<file path="src/rtl/alu_share_arbiter.sv">
// rtl/alu_share_arbiter.sv - round-robin sharing of one combinational RV32I ALU between two requesters
module alu_share_arbiter #(
  parameter int XLEN        = 32,
  parameter int ALU_LATENCY = 1
) (
  input  logic            clk,
  input  logic            rst,
  input  logic            req0_valid,
  output logic            req0_ready,
  input  logic [XLEN-1:0] req0_op1,
  input  logic [XLEN-1:0] req0_op2,
  input  logic [2:0]      req0_funct3,
  input  logic            req0_funct7,
  input  logic            req1_valid,
  output logic            req1_ready,
  input  logic [XLEN-1:0] req1_op1,
  input  logic [XLEN-1:0] req1_op2,
  input  logic [2:0]      req1_funct3,
  input  logic            req1_funct7,
  output logic            resp0_valid,
  input  logic            resp0_ready,
  output logic [XLEN-1:0] resp0_result,
  output logic            resp1_valid,
  input  logic            resp1_ready,
  output logic [XLEN-1:0] resp1_result,
  output logic [XLEN-1:0] alu_op1,
  output logic [XLEN-1:0] alu_op2,
  output logic [2:0]      alu_funct3,
  output logic            alu_funct7,
  input  logic [XLEN-1:0] alu_adder_rsv,
  input  logic [XLEN-1:0] alu_comparator_rsv,
  input  logic [XLEN-1:0] alu_shifter_rsv,
  output logic            grant_id
);

  typedef enum logic [1:0] {IDLE = 2'd0, EXEC = 2'd1, RESP = 2'd2} state_t;

  localparam logic [3:0] LAST_CNT = 4'(ALU_LATENCY - 1);

  state_t          state;
  logic            last_grant;
  logic [3:0]      lat_cnt;
  logic [XLEN-1:0] sel_result;
  logic            resp_done;

  // On a conflict the requester that did not win last time is readied.
  always_comb begin
    req0_ready = 1'b0;
    req1_ready = 1'b0;
    if (state == IDLE) begin
      req0_ready = req0_valid && (!req1_valid || last_grant);
      req1_ready = req1_valid && (!req0_valid || !last_grant);
    end
  end

  always_comb begin
    sel_result = alu_adder_rsv;
    case (alu_funct3)
      3'b001, 3'b101: sel_result = alu_shifter_rsv;
      3'b010, 3'b011: sel_result = alu_comparator_rsv;
      default:        sel_result = alu_adder_rsv;
    endcase
  end

  assign resp_done = grant_id ? resp1_ready : resp0_ready;

  // The alu_* registers double as the operand latch, so they stay stable through EXEC and RESP.
  always_ff @(posedge clk) begin
    if (rst) begin
      state        <= IDLE;
      last_grant   <= 1'b1;
      grant_id     <= 1'b0;
      lat_cnt      <= 4'd0;
      alu_op1      <= '0;
      alu_op2      <= '0;
      alu_funct3   <= 3'b000;
      alu_funct7   <= 1'b0;
      resp0_valid  <= 1'b0;
      resp1_valid  <= 1'b0;
      resp0_result <= '0;
      resp1_result <= '0;
    end else begin
      case (state)
        IDLE: begin
          if (req0_ready) begin
            alu_op1    <= req0_op1;
            alu_op2    <= req0_op2;
            alu_funct3 <= req0_funct3;
            alu_funct7 <= req0_funct7;
            grant_id   <= 1'b0;
            last_grant <= 1'b0;
            lat_cnt    <= 4'd0;
            state      <= EXEC;
          end else if (req1_ready) begin
            alu_op1    <= req1_op1;
            alu_op2    <= req1_op2;
            alu_funct3 <= req1_funct3;
            alu_funct7 <= req1_funct7;
            grant_id   <= 1'b1;
            last_grant <= 1'b1;
            lat_cnt    <= 4'd0;
            state      <= EXEC;
          end
        end
        EXEC: begin
          lat_cnt <= lat_cnt + 4'd1;
          if (lat_cnt == LAST_CNT) begin
            state <= RESP;
            if (grant_id) begin
              resp1_valid  <= 1'b1;
              resp1_result <= sel_result;
            end else begin
              resp0_valid  <= 1'b1;
              resp0_result <= sel_result;
            end
          end
        end
        RESP: begin
          if (resp_done) begin
            resp0_valid <= 1'b0;
            resp1_valid <= 1'b0;
            state       <= IDLE;
          end
        end
        default: state <= IDLE;
      endcase
    end
  end

endmodule

</file>
<file path="config.mk">
export PLATFORM = sky130hd
export DESIGN_NAME = alu_share_arbiter
export DESIGN_NICKNAME = d
export VERILOG_FILES = /design/src/rtl/alu_share_arbiter.sv
export SDC_FILE = /design/constraint.sdc
export NUM_CORES = 1
export LEC_CHECK = 0
export BUFFER_PORTS_ARGS = -buffer_cell sky130_fd_sc_hd__buf_4
export CAP_MARGIN = 5
export CORE_AREA = 5 5 144 146
export CTS_BUF_LIST = sky130_fd_sc_hd__clkbuf_4
export DETAILED_ROUTE_END_ITERATION = 10
export DIE_AREA = 0 0 149 151
export HOLD_SLACK_MARGIN = 0.02
export PLACE_DENSITY = 0.79
export SYNTH_ARGS = -nofsm -noshare
export SYNTH_HDL_FRONTEND = slang
export SYNTH_SLANG_ARGS = --single-unit
export TNS_END_PERCENT = 10
</file>
<file path="constraint.sdc">
create_clock -name clk -period 2.3 [get_ports clk]
set_input_delay 0.46 -clock clk [delete_from_list [all_inputs] [get_ports clk]]
set_output_delay 0.46 -clock clk [all_outputs]
set_load 0.02 [all_outputs]
</file>
==> metrics.md <==
| Metric | Value |
|---|---|
| Routed WL per cell | around 19 um |
| GRT met3 Usage | 7.69% |
| Global placement routability congestion | 0.811 |
| Lkg Pwr | 4.33 nW |
| Fin nets | around 1,400 |
| Die area | 22,500 um2 |
| Register share of total power | 39.6% |
| Top cell type by total area after synthesis | dfxtp_1 |
| Busiest layer in global routing | met2 |
| Slew Viols, Final | 0 |
| Non-Filler Instances | between 1,000 and 1,500 |
| Flops & latches, synth | 142 |
| Root buffer cell | clkbuf_4 |
| Number of global-route vias before repair | approximately 7,600 |
| Met2 Usage GRT | roughly two fifths |
| Die Height | between 150 and 200 um |
| Peak supply drop | 404 uV |
| Multi-input logic area | 3660 um2 |
| Register Area | ~2800 um2 |
| Clock power frac | 24.3% |
| FP Rows | between 50 and 60 |
| GR Overflow Total | 0 |
| Synth warn | 0 |
| Maxcap violations | 0 |
| Dominant cells by area after synthesis | dfxtp_1 41%, nor3_1 10%, mux2i_1 9.4%, a2111oi_0 7.5%, o22ai_1 5.8% |
| Vias per cell | 5.52 |
| Max Clock Skew | 0.0164 ns |
| Worst Setup SP | state[0]$_SDFFE_PP0P_ |
| Antenna violations before repair | 1 |
| Initial drt markers | a little over 300 |
| Worst setup SP type | register |
| Synth top area share | 41.2% |
| Comb pwr share | 36.1% |
| Num CTS Buffers | 17 |
| Dpl ws | 0.0724 ns |
| Final setup violation count | 0 |
| Reg2Reg Depth | 6 |
| Setup ws final | 0.101 ns |
| Placed Area | 9980 um2 |
| HPWL Detailed | 18.8 mm |
| Sequential share of the synthesized area | 41.2% |
| Clk_lat worst skew | about 0.52 ns |
| Slew @ Worst Pin | just over 0.6 ns |
| PortBufs | roughly 370 |
| Internal cell power | ~4.7 mW |
| Drt pass-1 iters | 5 |
| Die width | 149 um |
| RSZ-0062 raised after global routing | true |
| Fmax achieved | roughly 0.45 GHz |
| Type of the worst min-delay path | in -> reg |
| Initial Utilization | 35.8% |
| Post-synthesis async set-or-reset flop share | 0% |
| P&R area growth vs syn | 49.5% |
| Req. time, crit path | approximately 1.8 ns |
| Reg2reg end | alu_op2[24]$_SDFFE_PP0P_ |
| Layout cells sized above 1 | 43.2% |
| Routed wire length | 26.6 mm |
| CTS tree | done |
| Critical path endpoint | req0_ready |
| Status | complete, no violations |
| CP endpoint kind | primary output |
| Via count | between 7,000 and 8,000 |
| Reg clk slew, reported paths | between 0.1 and 0.15 ns |
| Post-synth cell types | 35 |
| Final Hold Fails | 0 |
| Minimum clock period | 2.20 ns |
| R2r setup slk | 0.46 ns |
| Mapped Area | 6910 um2 |
| FILL cells | 1,795 |
| NetSw | 2.55 mW |
| Synthesized area per cell | 8.77 um2 |
| Kind of critical path | reg -> out |
| DRC viols | 0 |
| Largest net degree at the start of global routing | 69 |
| Total Routing Usage GR | 22.3% |
| Num ports | 375 |
| Post-layout util | ~54% |
| Mapped Cells | 787 |
| Number of enable flip-flop cells after synthesis | 0 |
| Syn_nets | about 1,000 |
| Remaining antenna violation count | 0 |
| Most used DFF post-synth | dfxtp_1 |
| Placed insts | 1,355 |
| Longest Clk Path Bufs | 2 |
| Pwr/cell area | 703 nW/um2 |
| Placeable Area | about 19,000 um2 |
| Switching Share | 35.1% |
| First-pass GRT wire length | 40.2 mm |
| Clk sinks | 142 |
| Rel. slew slack | 58.8% |
| Crit path max fanout | 3 |
| Worst hold margin | 0.308 ns |
| Reg-to-Reg Start | state[1]$_SDFFE_PP0P_ |
| H-tree depth | 4 |
| Worst Path Arrival | 1.74 ns |
| Finished layout cell area | 10,300 um2 |
| Met1 Use GR | 25.7% |
| Tcrit/Tclk final | 95.6% |
## synthesized netlist by cell type (2+ instances only)
master and count:
nor3_1 138, buf_6 7, o22ai_1 64, a21oi_1 76, ha_1 2, o211ai_1 3, a2111oi_2 9, mux2i_1 65
buf_1 3, nand2_1 70, mux2_2 32, o21a_1 2, buf_2 9, inv_1 6, nand3_1 4, or2_2 2
nor2_1 2, dfxtp_1 142, nor2b_1 2, a2111oi_0 59, clkbuf_1 74, nand2b_1 2, nand4_1 2
## stage by stage
step                total power [mW]  TNS [ns]
floorplan                       4.39         0
CTS                             7.30         0
global placement                5.49         0
finish                          7.26         0
global route                    7.65   -0.0215
detailed placement              5.53         0
## critical path, cell delays in order (launching register included)
cell and delay (ns):
dfxtp_4 0.37, or3b_4 0.39, or2_4 0.26, inv_1 0.08, buf_6 0.12
## power by group through the flow
stage / Sequential (mW) / Clock [mW] / Combinational, mW
6_report: 2.87 / 1.76 / 2.62
5_1_grt: 2.91 / 1.93 / 2.81
4_1_cts: 2.87 / 1.81 / 2.62
3_5_place_dp: 2.93 / 0 / 2.60
3_3_place_gp: 2.92 / 0 / 2.57
2_1_floorplan: 3.22 / 0 / 1.16
## kinds of logic (layout without fill, tap and decap cells)
logic type | Yosys count | count (layout) | share of synthesized area [%]
compound gates | 218 | 218 | 21.9
fa+ha+maj | 2 | 2 | 0.362
buf+inv | 100 | 438 | 6.41
flops | 142 | 142 | 41.2
mux | 97 | 97 | 14.6
other cells | 0 | 1 | 0
simple gates | 228 | 228 | 15.6
## cells in the final DEF, fill, tap and decap left out, types with 2 or more instances in the layout
cell type | Yosys | layout
buf_4 | 1 | 387
dfxtp_1 | 142 | 139
nor3_1 | 138 | 136
a21oi_1 | 76 | 76
nand2_1 | 70 | 70
mux2i_1 | 65 | 65
o22ai_1 | 64 | 64
a2111oi_0 | 59 | 59
mux2_2 | 32 | 32
clkbuf_4 | 0 | 19
buf_12 | 0 | 12
a2111oi_2 | 9 | 9
inv_1 | 6 | 5
nand3_1 | 4 | 4
inv_6 | 0 | 4
clkinvlp_4 | 0 | 4
o211ai_1 | 3 | 3
bufinv_16 | 0 | 3
nor2_4 | 0 | 2
nand2b_1 | 2 | 2
nor3_2 | 0 | 2
nand4_1 | 2 | 2
or2_2 | 2 | 2
o21a_1 | 2 | 2
ha_1 | 2 | 2
dfxtp_2 | 0 | 2
clkinv_1 | 0 | 2
## final cells by class
cell class | count | share of cell area (%)
Antenna cell | 1 | 0.0242
Clock buffer | 19 | 1.38
Clock inverter | 13 | 1.58
Inverter | 6 | 0.218
Multi-Input combinational cell | 545 | 35.4
Sequential cell | 142 | 27.6
Tap cell | 265 | 3.21
Timing Repair Buffer | 400 | 30.6
## flip-flops by register name (all words and copies together) (netlist names)
name / cells
alu_op1: 32
alu_op2: 32
resp0_result: 32
resp1_result: 32
lat_cnt: 4
alu_funct3: 3
state: 2
alu_funct7: 1
grant_id: 1
last_grant: 1
resp0_valid: 1
resp1_valid: 1
## worst min path at each step
stage | start | end | slack (ns) | depth (start not counted)
floorplan | last_grant$_SDFFE_PP1P_ | last_grant$_SDFFE_PP1P_ | 0.46 | 1
global placement | resp0_result[25]$_SDFFE_PP0P_ | resp0_result[25]$_SDFFE_PP0P_ | 0.45 | 2
detailed placement | resp1_result[10]$_SDFFE_PP0P_ | resp1_result[10]$_SDFFE_PP0P_ | 0.46 | 2
CTS | req0_op2[10] | alu_op2[10]$_SDFFE_PP0P_ | 0.24 | 3
global route | req0_op2[12] | alu_op2[12]$_SDFFE_PP0P_ | 0.25 | 3
finish | req0_op2[10] | alu_op2[10]$_SDFFE_PP0P_ | 0.31 | 3
## layer usage
| layer | vias up | part of all wire (%) |
|---|---|---|
| li1 | 3648 | - |
| met1 | 3618 | 39 |
| met2 | 360 | 50 |
| met3 | 46 | 9.4 |
| met4 | 0 | 2.3 |
| met5 | - | 0 |
## timing repair
| action | in CTS | in global routing |
|---|---|---|
| hold buffers | 0 | 0 |
| pin swaps | 0 | 1 |
| buffers inserted | 1 | 2 |
| cloned | 0 | 0 |
| endpoints found under the setup margin | 1 | 2 |
| gates resized for setup | 4 | 1 |
Power figures use the tool's default switching activity.
